File: src/rtl/mem_port_arbiter.sv
// mem_port_arbiter: shares one single-port memory (ROM below ROM_SIZE, RAM
// above) between two requesters with round-robin arbitration.
//   CLK, RESET                  clock, synchronous active-high reset
//   req*/we*/addr*/wdata*       per-port request, held until ack*
//   ack*/err*                   per-port one-cycle completion / ROM-write error
//   rdata*                      per-port read data, combinational while ack*
//   mem_cs/mem_we/mem_addr/mem_wdata   registered memory controls
//   mem_rdata                   registered memory read data (1-cycle latency)
module mem_port_arbiter #(
    parameter int unsigned ADDR_BITS = 8,
    parameter int unsigned DATA_BITS = 8,
    parameter int unsigned ROM_SIZE  = 128
) (
    input  logic                 CLK,
    input  logic                 RESET,
    input  logic                 req0,
    input  logic                 we0,
    input  logic [ADDR_BITS-1:0] addr0,
    input  logic [DATA_BITS-1:0] wdata0,
    output logic                 ack0,
    output logic                 err0,
    output logic [DATA_BITS-1:0] rdata0,
    input  logic                 req1,
    input  logic                 we1,
    input  logic [ADDR_BITS-1:0] addr1,
    input  logic [DATA_BITS-1:0] wdata1,
    output logic                 ack1,
    output logic                 err1,
    output logic [DATA_BITS-1:0] rdata1,
    output logic                 mem_cs,
    output logic                 mem_we,
    output logic [ADDR_BITS-1:0] mem_addr,
    output logic [DATA_BITS-1:0] mem_wdata,
    input  logic [DATA_BITS-1:0] mem_rdata
);

    localparam logic [1:0] S_IDLE  = 2'd0;
    localparam logic [1:0] S_ISSUE = 2'd1;
    localparam logic [1:0] S_RESP  = 2'd2;

    logic [1:0]           state_q, state_d;
    logic                 last_winner_q, last_winner_d;
    logic                 winner_q, winner_d;
    logic                 we_q, we_d;
    logic                 rom_err_q, rom_err_d;
    logic                 mem_cs_q, mem_cs_d;
    logic                 mem_we_q, mem_we_d;
    logic [ADDR_BITS-1:0] mem_addr_q, mem_addr_d;
    logic [DATA_BITS-1:0] mem_wdata_q, mem_wdata_d;
    logic                 ack0_q, ack0_d;
    logic                 ack1_q, ack1_d;
    logic                 err0_q, err0_d;
    logic                 err1_q, err1_d;

    logic                 grant1;
    logic                 sel_we;
    logic [ADDR_BITS-1:0] sel_addr;
    logic [DATA_BITS-1:0] sel_wdata;
    logic                 rom_wr;

    // Next-state and registered-output logic.
    always_comb begin
        state_d       = state_q;
        last_winner_d = last_winner_q;
        winner_d      = winner_q;
        we_d          = we_q;
        rom_err_d     = rom_err_q;
        mem_cs_d      = mem_cs_q;
        mem_we_d      = mem_we_q;
        mem_addr_d    = mem_addr_q;
        mem_wdata_d   = mem_wdata_q;
        ack0_d        = ack0_q;
        ack1_d        = ack1_q;
        err0_d        = err0_q;
        err1_d        = err1_q;

        // Port 1 wins when alone, or on a tie when port 0 won last.
        grant1    = req1 && (!req0 || !last_winner_q);
        sel_we    = grant1 ? we1    : we0;
        sel_addr  = grant1 ? addr1  : addr0;
        sel_wdata = grant1 ? wdata1 : wdata0;
        // Compare at 32 bits so ROM_SIZE == 2**ADDR_BITS still works.
        rom_wr    = sel_we && (32'(sel_addr) < ROM_SIZE);

        case (state_q)
            S_IDLE: begin
                if (req0 || req1) begin
                    winner_d      = grant1;
                    last_winner_d = grant1;
                    we_d          = sel_we;
                    rom_err_d     = rom_wr;
                    mem_cs_d      = !rom_wr;
                    mem_we_d      = sel_we && !rom_wr;
                    mem_addr_d    = sel_addr;
                    mem_wdata_d   = sel_wdata;
                    state_d       = S_ISSUE;
                end
            end
            S_ISSUE: begin
                mem_cs_d = 1'b0;
                mem_we_d = 1'b0;
                ack0_d   = !winner_q;
                ack1_d   = winner_q;
                err0_d   = !winner_q && rom_err_q;
                err1_d   = winner_q && rom_err_q;
                state_d  = S_RESP;
            end
            S_RESP: begin
                ack0_d  = 1'b0;
                ack1_d  = 1'b0;
                err0_d  = 1'b0;
                err1_d  = 1'b0;
                state_d = S_IDLE;
            end
            default: begin
                state_d = S_IDLE;
            end
        endcase
    end

    // State and output registers.
    always_ff @(posedge CLK) begin
        if (RESET) begin
            state_q       <= S_IDLE;
            last_winner_q <= 1'b1;
            winner_q      <= 1'b0;
            we_q          <= 1'b0;
            rom_err_q     <= 1'b0;
            mem_cs_q      <= 1'b0;
            mem_we_q      <= 1'b0;
            mem_addr_q    <= '0;
            mem_wdata_q   <= '0;
            ack0_q        <= 1'b0;
            ack1_q        <= 1'b0;
            err0_q        <= 1'b0;
            err1_q        <= 1'b0;
        end else begin
            state_q       <= state_d;
            last_winner_q <= last_winner_d;
            winner_q      <= winner_d;
            we_q          <= we_d;
            rom_err_q     <= rom_err_d;
            mem_cs_q      <= mem_cs_d;
            mem_we_q      <= mem_we_d;
            mem_addr_q    <= mem_addr_d;
            mem_wdata_q   <= mem_wdata_d;
            ack0_q        <= ack0_d;
            ack1_q        <= ack1_d;
            err0_q        <= err0_d;
            err1_q        <= err1_d;
        end
    end

    assign mem_cs    = mem_cs_q;
    assign mem_we    = mem_we_q;
    assign mem_addr  = mem_addr_q;
    assign mem_wdata = mem_wdata_q;
    assign ack0      = ack0_q;
    assign ack1      = ack1_q;
    assign err0      = err0_q;
    assign err1      = err1_q;

    // Memory output is valid in RESP; forward it only to the winner of a read.
    assign rdata0 = (state_q == S_RESP && !winner_q && !we_q) ? mem_rdata : '0;
    assign rdata1 = (state_q == S_RESP &&  winner_q && !we_q) ? mem_rdata : '0;

endmodule

File: config.mk
export PLATFORM = sky130hd
export DESIGN_NAME = mem_port_arbiter
export DESIGN_NICKNAME = d
export VERILOG_FILES = /design/src/rtl/mem_port_arbiter.sv
export SDC_FILE = /design/constraint.sdc
export NUM_CORES = 1
export LEC_CHECK = 0
export CAP_MARGIN = 25
export CORE_ASPECT_RATIO = 1.5
export CORE_UTILIZATION = 26
export CTS_CLUSTER_DIAMETER = 100
export DETAILED_ROUTE_END_ITERATION = 7
export GPL_ROUTABILITY_DRIVEN = 0
export REMOVE_ABC_BUFFERS = 1
export SKIP_CTS_REPAIR_TIMING = 1
export SLEW_MARGIN = 40
export SYNTH_ARGS = -nofsm -noshare
export SYNTH_HDL_FRONTEND = slang
export SYNTH_SLANG_ARGS = --single-unit
export TNS_END_PERCENT = 1
File: constraint.sdc
create_clock -name CLK -period 2.2 [get_ports CLK]
set_clock_uncertainty 0.2 [all_clocks]
set_input_delay 0.44 -clock CLK [delete_from_list [all_inputs] [get_ports CLK]]
set_output_delay 0.44 -clock CLK [all_outputs]
set_load 0.02 [all_outputs]
; ---- After elaboration in Yosys (flattened, before gate mapping)
; Index checks and enable logic that the tools add are counted.
[op_classes]
order_cmp = 1
muxes = 15
eq_ne = 3
n_reduce_logical = 21
[ops]
columns = cell, count
row1 = two-way mux 8 bit, 4
row2 = case mux 1 bit (2 select lines), 6
row3 = logical AND 1 bit, 9
row4 = less-than comparator 8 bit (second input constant), 1
row5 = logical NOT 1 bit, 5
row6 = case mux 2 bit (2 select lines), 1
row7 = AND reduction 2 bit, 2
row8 = nonzero test 2 bit, 2
row9 = two-way mux 1 bit, 3
row10 = equality test 2 x 1 -> 1 bit (second input constant), 1
row11 = equality test 2 bit (second input constant), 1
row12 = logical NOT 2 bit, 1
row13 = logical OR 1 bit, 2
row14 = two-way mux 2 bit, 1
row15 = inequality test 2 bit (second input constant), 1
[totals]
elab_cells = 53
in_bits = 46
out_inout_bits = 38
register_bits = 28

; ---- Depth between registers and ports, before layout
[depth]
ltp_word = 10
mapped_depth = 7
depth_no_buf = 5

; ---- Least setup slack after synthesis
; No wires, ideal clock.
[synth_timing]
path_type = register -> output
start = reg state_q[0]
end = out rdata0[0]
n_path_buf = 0
required_ps = 1560
path_slack_ps = 298
arrival_time_ps = 1262
stages_incl_launch_ff = 5
path_cell_list = dfxtp_1 -> inv_1 -> ha_1 -> nor3b_1 -> and2_1
[synth_via]
elab_chain_cells = 4
[synth_lines]
columns = item, line
row1 = "start, declared", 41  ; logic [1:0] state_q, state_d;
row2 = "start signal, assigned", 138  ; state_q <= state_d;
row3 = equality test 2 bit, 164  ; assign rdata0 = (state_q == S_RESP && !winner_q && !we_q) ? mem_rdata : '0;
row4 = logical AND 1 bit (2 in series), 164
row5 = two-way mux 8 bit, 164
row6 = "end, declared", 22  ; output logic [DATA_BITS-1:0] rdata0,
; Every way passes these cells.

; ---- Final worst setup path
[layout_timing]
start = reg state_q[0]
end = out rdata1[4]
[layout_via]
elab_chain_cells = 4
[layout_lines]
columns = item, line
row1 = equality test 2 bit, 165  ; assign rdata1 = (state_q == S_RESP && winner_q && !we_q) ? mem_rdata : '0;
row2 = logical AND 1 bit (2 in series), 165
row3 = two-way mux 8 bit, 165
row4 = "end, declared", 29  ; output logic [DATA_BITS-1:0] rdata1,
; Every way passes these cells.

==> summary by stage <==
Setup path
Walking the worst path, the cells encountered are inv_1, ha_1, and3b_2, and2_1, dlymetal6s2s_1. STA classifies the critical path endpoint as an output port. For the worst setup path, the data required time is 1.56 ns. The arrival time of the worst setup path is 1.50 ns. The critical path contains buffers and inverters numbering 2 combined. The slowest stage of the critical path is the sky130_fd_sc_hd__dfxtp_2 cell.

The critical setup path kind is flop to output port. The maximum net fanout on the critical path is 8. On the worst path, the slowest cell contributes a delay of 0.33 ns. The kind of start point of the critical path is a flop. The family of cells with the greatest summed delay on the critical path is simple AND/OR/NAND/NOR gates.

Logic synthesis
The number of distinct standard cells referenced by the synthesized netlist is 32. The fraction of the mapped netlist area in adder cells is 0.0331. The share of synthesized area in the top cell type comes to 0.370. The total of warnings raised by yosys is 0. The complex-gate fraction of the synthesized area came to 0.210.

By area, the combinational part of the netlist is dominated by simple AND/OR/NAND/NOR gates. The cell area after synthesis is 1510 sq um. Ranked by total cell area, the synthesized netlist is headed by sky130_fd_sc_hd__dfxtp_1 37%, sky130_fd_sc_hd__a311oi_2 11%, sky130_fd_sc_hd__nand2_1 6.9%, sky130_fd_sc_hd__and2_1 6.6%, sky130_fd_sc_hd__nor2_1 6.0%. Counting flops and latches in the post-synthesis netlist gives 28. The cell taking the most area after synthesis is sky130_fd_sc_hd__dfxtp_1. Of the total synthesized cell area, the portion taken by XOR and XNOR cells is 0. In the synthesized netlist, the number of instances is 169. In this run, synthesis inferred 0 flip-flops with an integrated enable. Of the synthesized area, sequential elements account for 0.370. The synthesized area per cell is 8.96 sq um. The mux cell area share after synthesis is 0.0397. In the synthesized netlist, the cells that appear most often are 28 x sky130_fd_sc_hd__dfxtp_1, 28 x sky130_fd_sc_hd__nand2_1, 24 x sky130_fd_sc_hd__nor2_1, 16 x sky130_fd_sc_hd__and2_1, 11 x sky130_fd_sc_hd__a311oi_2. The basic-gate share of the synthesized area counting and, or, nand and nor cells is 0.283. The dominant synthesized flop cell is sky130_fd_sc_hd__dfxtp_1. The share of synthesized registers carrying an async set or reset is 0.

Timing
The final critical path time including I/O delays and setup is 2.14 ns. Of the available clock period, the critical path in the final layout requires 0.972. The hold slack is 0.276 ns.

The number of hold-slack violations in the final timing report came to 0. Setup violations remaining at the end of the flow were counted as 0. The max-slew violation count is 0. The maximum clock frequency is 468 MHz. In this run the tightest slew margin relative to its limit is 0.723. The actual slew at the worst max-slew pin is 0.415 ns.

Routing
After detailed routing, the number of remaining DRC violations is 0. The violation count after the first detailed-routing iteration is 14. The count of antenna-violating nets left after detailed routing is 0. For this run, the detailed router's first-pass iteration total came to 4. The routed wire length is 3.83 mm. In the routed layout, each cell is associated on average with a via count of 4.56. Detailed routing inserted a total of 1,504 vias.

The detailed-route wire length per cell is 11.6 um.

Layout
For this run, the post-layout net count is 311. Across the whole layout, storage elements account for 562 sq um. The total of fill cells in the finished design is 574.

The relative area change from synthesis to final layout is 65.5%. The multi-input combinational cells in the finished layout cover a total of 863 sq um. The share of post-route cells with drive strength above 1 is 0.208.

0 antenna diodes ended up in the layout. The final design utilization is 0.453.

Clocking
The clock network latency to the later pin of the worst-skew pair is 0.27 ns. The root cell of the clock tree is sky130_fd_sc_hd__clkbuf_8. TritonCTS built the clock tree.

Counting every sink on the clock net gives 28. The number of clock buffers added by TritonCTS is 3. The maximum buffer depth of the clock tree is 2. Clock-pin slew was measured on the worst setup and hold paths at 0.09 ns. The maximum level of the CTS H-tree is 1.

Floorplanning
The area of the placeable core is 5530 sq um. In this run the core area contains 33 standard-cell rows. 84 I/O pins were placed. The initial standard-cell utilization of the core is 0.274. Measured along the x axis, the die boundary spans 64.3 um. The area enclosed by the die boundary is 6140 sq um.

The die boundary height is 95.5 um.

Pwr
The cell leakage power is 0.00110 uW. The worst-case IR drop observed on VDD is 0.276 mV. The power density over cell area is 619 nW/um^2.

Run status
The flow ran to the end, and the final reports show no timing, DRC or antenna violations.

Global route
The via count of the first global-routing pass is 1,433. The overall fraction of global-route tracks in use is 0.131. The global route total overflow is 0. Entering global routing, the biggest net connects 21 pins. The first global-routing pass estimated 6.31 mm of wire. The number of antenna violations at the first check in global routing is 0.

Worst hold path
The path class of the lowest-slack min-delay path is flop to flop.

Placement
Summed over all nets, the half-perimeter wirelength after detailed placement is 3.02 mm. The count of port buffers added during placement is 83.

Run
Max-cap violations in this run came to 0.
## layout make-up
cell class / instances / area share
well taps: 70 / 0.0349
flip-flops and latches: 28 / 0.224
inverters: 2 / 0.00300
multi-input cells: 129 / 0.344
repair buffers: 97 / 0.371
clock buffers: 4 / 0.0220
## per-layer routing
metal / part of all wire / global-route usage
met5: 0 / 0
met4: 0.0076 / 0.0444
met3: 0.084 / 0.0371
met2: 0.53 / 0.257
met1: 0.37 / 0.129
## final timing paths
path,from,endpoint,slack (ns),depth (start not counted)
max,state_q[0]$_SDFFE_PP0P_,rdata1[4],0.06,5
max reg2reg,state_q[1]$_SDFFE_PP0P_,mem_we$_SDFFE_PP0P_,0.28,6
min,err0$_SDFFE_PP0P_,err0$_SDFFE_PP0P_,0.28,2
min reg2reg,err0$_SDFFE_PP0P_,err0$_SDFFE_PP0P_,0.28,2
## layout by cell type (no fill, tap or decap)
| cell | n |
|---|---|
| sky130_fd_sc_hd__nor2_1 | 24 |
| sky130_fd_sc_hd__nand2_1 | 28 |
| sky130_fd_sc_hd__a21bo_1 | 1 |
| sky130_fd_sc_hd__a211oi_1 | 1 |
| sky130_fd_sc_hd__nor3b_2 | 1 |
| sky130_fd_sc_hd__dfxtp_2 | 1 |
| sky130_fd_sc_hd__or2_2 | 2 |
| sky130_fd_sc_hd__o21a_1 | 1 |
| sky130_fd_sc_hd__ha_1 | 4 |
| sky130_fd_sc_hd__nor3_1 | 1 |
| sky130_fd_sc_hd__mux2i_1 | 6 |
| sky130_fd_sc_hd__a311oi_2 | 11 |
| sky130_fd_sc_hd__o21ai_0 | 1 |
| sky130_fd_sc_hd__or3b_1 | 1 |
| sky130_fd_sc_hd__nand2_2 | 8 |
| sky130_fd_sc_hd__a22oi_1 | 1 |
| sky130_fd_sc_hd__nor2b_1 | 3 |
| sky130_fd_sc_hd__dlymetal6s2s_1 | 5 |
| sky130_fd_sc_hd__nand3_1 | 2 |
| sky130_fd_sc_hd__dfxtp_1 | 27 |
| sky130_fd_sc_hd__clkdlybuf4s50_1 | 67 |
| sky130_fd_sc_hd__a22o_1 | 2 |
| sky130_fd_sc_hd__and2_1 | 16 |
| sky130_fd_sc_hd__buf_12 | 3 |
| sky130_fd_sc_hd__a31oi_1 | 1 |
| sky130_fd_sc_hd__nand2b_1 | 2 |
| sky130_fd_sc_hd__buf_2 | 1 |
| sky130_fd_sc_hd__inv_1 | 2 |
| sky130_fd_sc_hd__a21boi_4 | 1 |
| sky130_fd_sc_hd__clkbuf_2 | 10 |
| sky130_fd_sc_hd__clkbuf_8 | 4 |
| sky130_fd_sc_hd__a311oi_1 | 6 |
| sky130_fd_sc_hd__and3b_2 | 1 |
| sky130_fd_sc_hd__a21oi_1 | 4 |
| sky130_fd_sc_hd__buf_4 | 11 |
## worst reg2reg max path: cells and delay by family (launching register included)
family / cells / cell delay, ns
AND/OR/NAND/NOR: 1 / 0.46
flip-flops: 1 / 0.33
adder cells (fa/ha/maj): 1 / 0.28
buffers and inverters: 2 / 0.22
AO/OA/AOI/OAI: 2 / 0.39
## metrics by stage
step	cell area [sq um]	std cells	setup TNS [ns]	worst slack, ns	power, uW
after floorplan	1430	159	0	0.110	933
after global placement	2490	326	-0.971	-0.0785	1250
after detailed placement	2490	326	-1.25	-0.101	1260
after CTS	2540	330	-6.25	-0.416	1580
after global routing	2510	330	-0.0663	-0.0206	1650
final	2510	330	0	0.0623	1550
## report_power, final
part           internal, uW  switching [uW]
sequential              576            38.9
clock                   160             155
combinational           328             294
## logic make-up (layout without fill, tap and decap cells)
logic type               Yosys count  after routing
adder cells (fa/ha/maj)            4              4
multiplexers                       6              6
flip-flops                        28             28
buffers and inverters             12            103
AND/OR/NAND/NOR                   89             89
AO/OA/AOI/OAI                     30             30
(Power assumes the default switching activity.)
